**config.mk**
```make
export PLATFORM = sky130hd
export DESIGN_NAME = serial_receiver
export DESIGN_NICKNAME = d
export VERILOG_FILES = /design/src/rtl/serial_receiver.sv
export SDC_FILE = /design/constraint.sdc
export NUM_CORES = 1
export LEC_CHECK = 0
export CORE_MARGIN = 1.5
export CORE_UTILIZATION = 59
export DETAILED_ROUTE_END_ITERATION = 8
export MAX_ROUTING_LAYER = met4
export PLACE_DENSITY = 0.92
export SKIP_LAST_GASP = 1
export SLEW_MARGIN = 20
export SYNTH_ARGS = -nofsm -noshare
export SYNTH_HDL_FRONTEND = slang
export SYNTH_SLANG_ARGS = --single-unit
```
**constraint.sdc**
```tcl
create_clock -name clock -period 3.6 [get_ports clock]
set_input_delay 0.72 -clock clock [delete_from_list [all_inputs] [get_ports clock]]
set_output_delay 0.72 -clock clock [all_outputs]
set_load 0.005 [all_outputs]
```
**src/rtl/serial_receiver.sv**
```systemverilog
// UART receiver (8N1) with ready/valid output buffer and one-cycle error pulses.
// Define SERIAL_RECEIVER_PARITY_EN to receive 8E1 frames with parity checking.
module serial_receiver #(
    parameter int unsigned CYCLES_PER_BIT = 417
) (
    input  logic       clock,
    input  logic       reset,
    input  logic       serial_rx,
    output logic [7:0] rx_data,
    output logic       rx_data_valid,
    input  logic       rx_data_ready,
    output logic       rx_framing_error,
    output logic       rx_parity_error,
    output logic       rx_overrun
);

    localparam int unsigned CntW = $clog2(CYCLES_PER_BIT + 1);
    localparam logic [CntW-1:0] HalfBit = CntW'(CYCLES_PER_BIT / 2);
    localparam logic [CntW-1:0] FullBit = CntW'(CYCLES_PER_BIT);

    typedef enum logic [2:0] {
        StIdle     = 3'd0,
        StStart    = 3'd1,
        StData     = 3'd2,
        StStop     = 3'd3,
`ifdef SERIAL_RECEIVER_PARITY_EN
        StWaitIdle = 3'd4,
        StParity   = 3'd5
`else
        StWaitIdle = 3'd4
`endif
    } state_e;

    state_e          state_q, state_d;
    logic [1:0]      sync_q;
    logic            rx_s;
    logic [CntW-1:0] cnt_q, cnt_d;
    logic [2:0]      bit_q, bit_d;
    logic [7:0]      shift_q, shift_d;
    logic [7:0]      data_q, data_d;
    logic            valid_q, valid_d;
    logic            ferr_q, ferr_d;
    logic            ovr_q, ovr_d;
    logic            expire;
    logic            par_bad;

    assign rx_s   = sync_q[1];
    // Counter is loaded with N and acts on the cycle it reads 1, giving an N-cycle interval.
    assign expire = (cnt_q == CntW'(1));

`ifdef SERIAL_RECEIVER_PARITY_EN
    logic par_q, par_d;
    logic perr_q, perr_d;
    assign par_bad         = ^{shift_q, par_q};
    assign rx_parity_error = perr_q;
`else
    assign par_bad         = 1'b0;
    assign rx_parity_error = 1'b0;
`endif

    always_ff @(posedge clock or posedge reset) begin
        if (reset) begin
            state_q <= StIdle;
        end else begin
            state_q <= state_d;
        end
    end

    always_comb begin
        state_d = state_q;
        unique case (state_q)
            StIdle:     if (!rx_s) state_d = StStart;
            StStart:    if (expire) state_d = rx_s ? StIdle : StData;
            StData: begin
                if (expire && (bit_q == 3'd7)) begin
`ifdef SERIAL_RECEIVER_PARITY_EN
                    state_d = StParity;
`else
                    state_d = StStop;
`endif
                end
            end
`ifdef SERIAL_RECEIVER_PARITY_EN
            StParity:   if (expire) state_d = StStop;
`endif
            StStop:     if (expire) state_d = rx_s ? StIdle : StWaitIdle;
            StWaitIdle: if (rx_s) state_d = StIdle;
            default:    state_d = StIdle;
        endcase
    end

    always_comb begin
        cnt_d   = (cnt_q == '0) ? '0 : cnt_q - CntW'(1);
        bit_d   = bit_q;
        shift_d = shift_q;
        data_d  = data_q;
        valid_d = valid_q;
        ferr_d  = 1'b0;
        ovr_d   = 1'b0;
`ifdef SERIAL_RECEIVER_PARITY_EN
        par_d   = par_q;
        perr_d  = 1'b0;
`endif
        if (valid_q && rx_data_ready) valid_d = 1'b0;

        unique case (state_q)
            StIdle: begin
                if (!rx_s) begin
                    cnt_d = HalfBit;
                    bit_d = 3'd0;
                end
            end
            StStart: begin
                if (expire && !rx_s) cnt_d = FullBit;
            end
            StData: begin
                if (expire) begin
                    shift_d = {rx_s, shift_q[7:1]};
                    bit_d   = bit_q + 3'd1;
                    cnt_d   = FullBit;
                end
            end
`ifdef SERIAL_RECEIVER_PARITY_EN
            StParity: begin
                if (expire) begin
                    par_d = rx_s;
                    cnt_d = FullBit;
                end
            end
`endif
            StStop: begin
                if (expire) begin
                    if (!rx_s) begin
                        ferr_d = 1'b1;
                    end else if (par_bad) begin
`ifdef SERIAL_RECEIVER_PARITY_EN
                        perr_d = 1'b1;
`endif
                    end else if (!valid_q || rx_data_ready) begin
                        data_d  = shift_q;
                        valid_d = 1'b1;
                    end else begin
                        ovr_d = 1'b1;
                    end
                end
            end
            default: ;
        endcase
    end

    always_ff @(posedge clock or posedge reset) begin
        if (reset) begin
            sync_q  <= 2'b11;
            cnt_q   <= '0;
            bit_q   <= 3'd0;
            shift_q <= 8'h00;
            data_q  <= 8'h00;
            valid_q <= 1'b0;
            ferr_q  <= 1'b0;
            ovr_q   <= 1'b0;
        end else begin
            sync_q  <= {sync_q[0], serial_rx};
            cnt_q   <= cnt_d;
            bit_q   <= bit_d;
            shift_q <= shift_d;
            data_q  <= data_d;
            valid_q <= valid_d;
            ferr_q  <= ferr_d;
            ovr_q   <= ovr_d;
        end
    end

`ifdef SERIAL_RECEIVER_PARITY_EN
    always_ff @(posedge clock or posedge reset) begin
        if (reset) begin
            par_q  <= 1'b0;
            perr_q <= 1'b0;
        end else begin
            par_q  <= par_d;
            perr_q <= perr_d;
        end
    end
`endif

    assign rx_data          = data_q;
    assign rx_data_valid    = valid_q;
    assign rx_framing_error = ferr_q;
    assign rx_overrun       = ovr_q;

endmodule
```
==> results.toml <==
[worst_setup_path]
start_kind = "flop"
crit_type = "flop to flop"
crit_fanout = 9
crit_slowest_cell = "and2_1"
worstPathArrival_ps = 2370
worstPathRequired_ps = 3820
crit_chain = "inv_1 > ha_1 > nor4b_4 > and2_1 > nand4_4 > mux2_1"
slowest_delay_ps = 450
endpoint_kind = "flop"

[power]
p_leak_nw = 0.880
ir_worst_vdd_v = 0.000327
p_per_area_nw_per_um2 = 340

[timing]
tightest_slew_ps = 526
tns_ps = 0
slew_violations = 0
finalHoldViolations = 0
min_period_over_period = 0.598
min_period_ps = 2150
max_freq_ghz = 0.464
setup_viol = 0
skew_ps = 7.11
hold_slack_ps = 361
rsz0062_at_grt = "false"
relSlewSlack = 0.649

[finish]
area_growth_pct = 13.0
layout_commonest_cell = "dfrtp_1"
nNetsFinal = 167
layout_common_cells = "dfrtp_1 (34), clkdlybuf4s50_1 (14), mux2_1 (13)"
drive_above_1_share = 0.106
diodes = 0

[clocking]
cts_setup_buffers = 0
path_clk_slew_ps = 100
clock_sinks = 36
cts_hold_buf = 0
h-tree-depth = 2
cts_root_buffer = "clkbuf_4"
ctsResizeCount = 0
clk_path_buf_depth = 2
clk_latency_ps = 340
cts_tree = "built"
numCtsBuffers = 5

[drt]
ant_nets = 0
drc_errors = 0
drt_iter0_drc = 32
post_drt_wl_per_cell_um = 15.0
routed_via_density = 5.82
drt_pre_antenna_iters = 4
drt_wl_total_mm = 2.87
routed-via-count = 1112

[floorplan]
start_util = 0.618
die-area_um2 = 3190
core-area_um2 = 2730
io_pins = 16
die_x_um = 56.5
rows = 19
die_h_um = 56.5

[run]
timing.max_cap.violations = 0

[yosys]
synth_nets = 151
yosysSeqAreaShare = 0.535
ys_types = 40
netlist_instances = 143
synth_area_um2 = 1690
synth_area_per_cell_um2 = 11.8
ys_ff_latch = 36
synth_warnings = 0

[global_route]
grt_max_degree = 37
overflow = 0
grt_pass1_vias = 1088
grt_usage = 0.217
antenna_found_initial = 0
grt_first_pass_wirelength_mm = 4.97

[worst_hold_path]
hold_path.class = "flop to flop"

[place]
dpl.hpwl_mm = 2.05
place.gp.congestion = 0.873
io_buffers = 14

[run_status]
status = "finished clean"
synthesized netlist by cell type:
cell | instances | area [um2]
clkbuf_1 | 3 | 11.3
and2_1 | 1 | 6.26
nor4_1 | 1 | 6.26
nor3_1 | 4 | 20.0
nor2b_1 | 2 | 12.5
nor4b_4 | 1 | 23.8
a31oi_1 | 1 | 6.26
xnor2_1 | 3 | 26.3
or4_1 | 2 | 15.0
nor4b_1 | 1 | 8.76
mux2_2 | 3 | 33.8
buf_1 | 1 | 3.75
inv_1 | 5 | 18.8
nand4_1 | 3 | 18.8
o211ai_1 | 3 | 22.5
o21ai_1 | 4 | 20.0
conb_1 | 1 | 3.75
a22o_1 | 1 | 8.76
mux2i_1 | 4 | 40.0
a2bb2oi_1 | 1 | 8.76
a21oi_1 | 4 | 20.0
nand2_1 | 8 | 30.0
dfrtp_1 | 34 | 851
nand3_1 | 8 | 40.0
or3b_1 | 1 | 8.76
nor4_4 | 1 | 21.3
buf_4 | 2 | 15.0
ha_1 | 4 | 50.1
dfstp_2 | 2 | 52.6
a311o_1 | 1 | 10.0
nand3_4 | 1 | 17.5
or2_1 | 1 | 6.26
mux2_1 | 13 | 146
nand2b_1 | 1 | 6.26
o21ai_0 | 4 | 20.0
nor2_1 | 8 | 30.0
and3_1 | 2 | 12.5
nand4_4 | 1 | 21.3
o31ai_1 | 1 | 7.51
nor3b_1 | 1 | 7.51
state kept, by name, summed over array words and instances, names as in the netlist:
| signal | flops |
|---|---|
| bit_q | 3 |
| shift_q | 8 |
| rx_overrun | 1 |
| rx_data_valid | 1 |
| rx_data | 8 |
| rx_framing_error | 1 |
| sync_q | 2 |
| cnt_q | 9 |
| state_q | 3 |
routing by layer:
| layer | wire length [um] | share of wire | GRT usage |
|---|---|---|---|
| met4 | 89 | 0.031 | 0.119 |
| met1 | 1310 | 0.46 | 0.275 |
| met3 | 143 | 0.050 | 0.0806 |
| met5 | 0 | 0 | - |
| met2 | 1330 | 0.46 | 0.301 |
area by class of cell:
type,instances,area (um2)
timing repair buffer,15,148
clock buffer,7,55.1
sequential,36,903
tap,31,38.8
inverter,5,18.8
multi-input combinational,96,737
clock inverter,1,7.51
fill,187,826
metrics by stage:
stage | worst slack [ps] | power (mW) | cell area [um2] | util | cells
floorplan | 1830 | 0.425 | 1690 | - | 143
CTS | 1460 | 0.656 | 1910 | 0.698 | 191
global placement | 1560 | 0.431 | 1850 | 0.675 | 183
global route | 1320 | 0.680 | 1910 | 0.698 | 191
detailed placement | 1440 | 0.431 | 1850 | 0.675 | 183
finish | 1450 | 0.648 | 1910 | 0.698 | 191
cell families (layout without fill, tap and decap cells):
family	Yosys count	count (layout)	synth area share
and+or+nand+nor	48	48	0.185
DFF	36	36	0.535
AOI/OAI and AO/OA	20	20	0.0733
muxes	20	20	0.130
buffers and inverters	11	28	0.0289
adders and majority gates	4	4	0.0296
xor gates and xnor gates	3	3	0.0156
other	1	1	0.00222
path summary, 6_finish.rpt:
check | start | end | slack, ps | cells after the start
hold / removal | sync_q[0] | sync_q[1] | 360 | 0
hold reg to reg | sync_q[0] | sync_q[1] | 360 | 0
setup reg to reg | cnt_q[1] | rx_data[2] | 1450 | 6
max in group asynchronous | reset | sync_q[1] | 2490 | 3
setup / recovery | cnt_q[1] | rx_data[2] | 1450 | 6
min in group asynchronous | reset | cnt_q[4] | 760 | 3
where the power goes:
part | total [mW] | switching, mW | internal, mW
Clock | 0.225 | 0.130 | 0.0955
Combinational | 0.0148 | 0.00982 | 0.00502
Sequential | 0.408 | 0.00177 | 0.406
worst max-delay path, delay by kind of cell, from the launching register on:
kind	cells	cell delay [ps]
adders and majority gates	1	150
buffers and inverters	1	80
DFF	1	410
muxes	1	400
and+or+nand+nor	3	1000
Power figures use the tool's default switching activity.
==> variant, RTL diff (same settings) <==
Take the reset off `shift_q` and load it in a clocked block of its own.
--- a/src/rtl/serial_receiver.sv
+++ b/src/rtl/serial_receiver.sv
@@ -153,7 +153,6 @@
             sync_q  <= 2'b11;
             cnt_q   <= '0;
             bit_q   <= 3'd0;
-            shift_q <= 8'h00;
             data_q  <= 8'h00;
             valid_q <= 1'b0;
             ferr_q  <= 1'b0;
@@ -162,12 +161,15 @@
             sync_q  <= {sync_q[0], serial_rx};
             cnt_q   <= cnt_d;
             bit_q   <= bit_d;
-            shift_q <= shift_d;
             data_q  <= data_d;
             valid_q <= valid_d;
             ferr_q  <= ferr_d;
             ovr_q   <= ovr_d;
         end
+    end
+
+    always_ff @(posedge clock) begin
+        shift_q <= shift_d;
     end
 
 `ifdef SERIAL_RECEIVER_PARITY_EN
Formal check against the unedited RTL: no difference found for any inputs over 10 cycles, from zero or initial values and one cycle with reset high; that may be too few to reach the edited logic, so the function may still have changed.
==> variant against the original RTL <==
Critical endpoint is now shift_q[0]$_DFFE_PP_. Cell area decreased by 1.6%. Synthesized cell count decreased by 7.0%. Count of clock-buffer cells in the layout decreased by 1. Total power increased by 9.4%. Area after synthesis decreased by 1.9%. Clock skew increased by 0.0046 ns. Die area decreased by 1.8%. Sequential cell count unchanged. Worst setup slack got worse by 0.11 ns. Wire length increased by 6.0%. Core utilization decreased by 0.50 points.
==> variant: results (changes against the original RTL) <==
- Outcome: complete, no violations (unchanged)
- Timing endpoint of the critical path: shift_q[0]$_DFFE_PP_ (was rx_data[2]$_DFFE_PP0P_)
- Share of layout cells above drive strength 1: 0.161 (was 0.106)
- Mapped Nets: 141 (was 151)
- Number of nets at the end of the flow: 156 (was 167)
- Leading cell types by count after synthesis: dfrtp_1 (26), edfxtp_1 (8), mux2_4 (8), nand2_1 (8) (was dfrtp_1 (34), mux2_1 (13), nand2_1 (8), nand3_1 (8), nor2_1 (8))
- Hold Worst Slack: 0.371 ns (was 0.361 ns)
- Post-synthesis adder-cell area fraction: 0.0302 (was 0.0296)
- Relative slew slack: 0.579 (was 0.649)
- Worst path arrival time: 2.30 ns (was 2.37 ns)
- Worst-path maximum fanout: 8 (was 9)
- Cell at the slowest stage of the critical path: or3_2 (was and2_1)
- Top area cells in the synthesized netlist: dfrtp_1 (39%), edfxtp_1 (15%), mux2_4 (7.3%) (was dfrtp_1 (50%), mux2_1 (8.7%), dfstp_2 (3.1%))
- Share of synthesized flip-flops with an asynchronous set or reset: 0.778 (was 1.00)
- GRT Util Overall: 0.225 (was 0.217)
- Number of enable flip-flop cells after synthesis: 8 (was 0)
- Seq/Total Area, Yosys: 0.569 (was 0.535)
- Vias in the first global route: 1,101 (was 1,088)
- Routability cong.: 0.878 (was 0.873)
- Vias per inst: 6.06 (was 5.82)
- Wirelength, routed: 3.04 mm (was 2.87 mm)
- Leakage Power: 0.836 nW (was 0.880 nW)
- Clock tree skew after final layout: 0.0117 ns (was 0.00711 ns)
- First-pass GRT wire length: 5.12 mm (was 4.97 mm)
- Slowest Stage Delay on Critical Path: 0.55 ns (was 0.45 ns)
- Xor-xnor portion of the synthesized cell area: 0.0264 (was 0.0156)
- Unique masters post-synth: 41 (was 40)
- Worst voltage drop across the vdd grid: 0.000364 V (was 0.000327 V)
-- variant: cell types whose count changed after synthesis, moves of 4 or more --
cell / unedited run / this run
o21ai_1: 4 / 0
edfxtp_1: 0 / 8
mux2_1: 13 / 0
dfrtp_1: 34 / 26
nand3_1: 8 / 4
mux2_4: 0 / 8
-- variant: cell type report --
class / instances / area (sq um) / share of cell area
flip-flops and latches: 36 / 943 / 0.502
multi-input cells: 84 / 653 / 0.348
repair buffers: 14 / 140 / 0.0746
clock buffers: 6 / 41.3 / 0.0220
well taps: 31 / 38.8 / 0.0207
clock inverters: 2 / 35.0 / 0.0187
inverters: 7 / 26.3 / 0.0140
-- variant: layer usage --
metal / part of all wire / track usage / wire length [um]
met1: 0.39 / 0.273 / 1190
met2: 0.53 / 0.339 / 1610
met3: 0.055 / 0.0628 / 167
met4: 0.021 / 0.129 / 65
met5: 0 / - / 0
-- variant: report_power, final --
group	switching (mW)	leakage, nW	total (mW)	internal (mW)
clock	0.133	0.0422	0.278	0.146
sequential	0.00165	0.444	0.419	0.417
combinational	0.00787	0.349	0.0117	0.00385
total	0.142	0.836	0.709	0.567
-- variant: metrics by stage --
step | utilization | instance area (sq um) | power [mW] | worst slack [ns] | instances
after global routing | 0.693 | 1880 | 0.731 | 1.18 | 180
after floorplan | - | 1660 | 0.434 | 1.54 | 133
after CTS | 0.693 | 1880 | 0.717 | 1.33 | 180
after detailed placement | 0.665 | 1800 | 0.439 | 1.17 | 172
after global placement | 0.665 | 1800 | 0.438 | 1.29 | 172
final | 0.693 | 1880 | 0.709 | 1.33 | 180
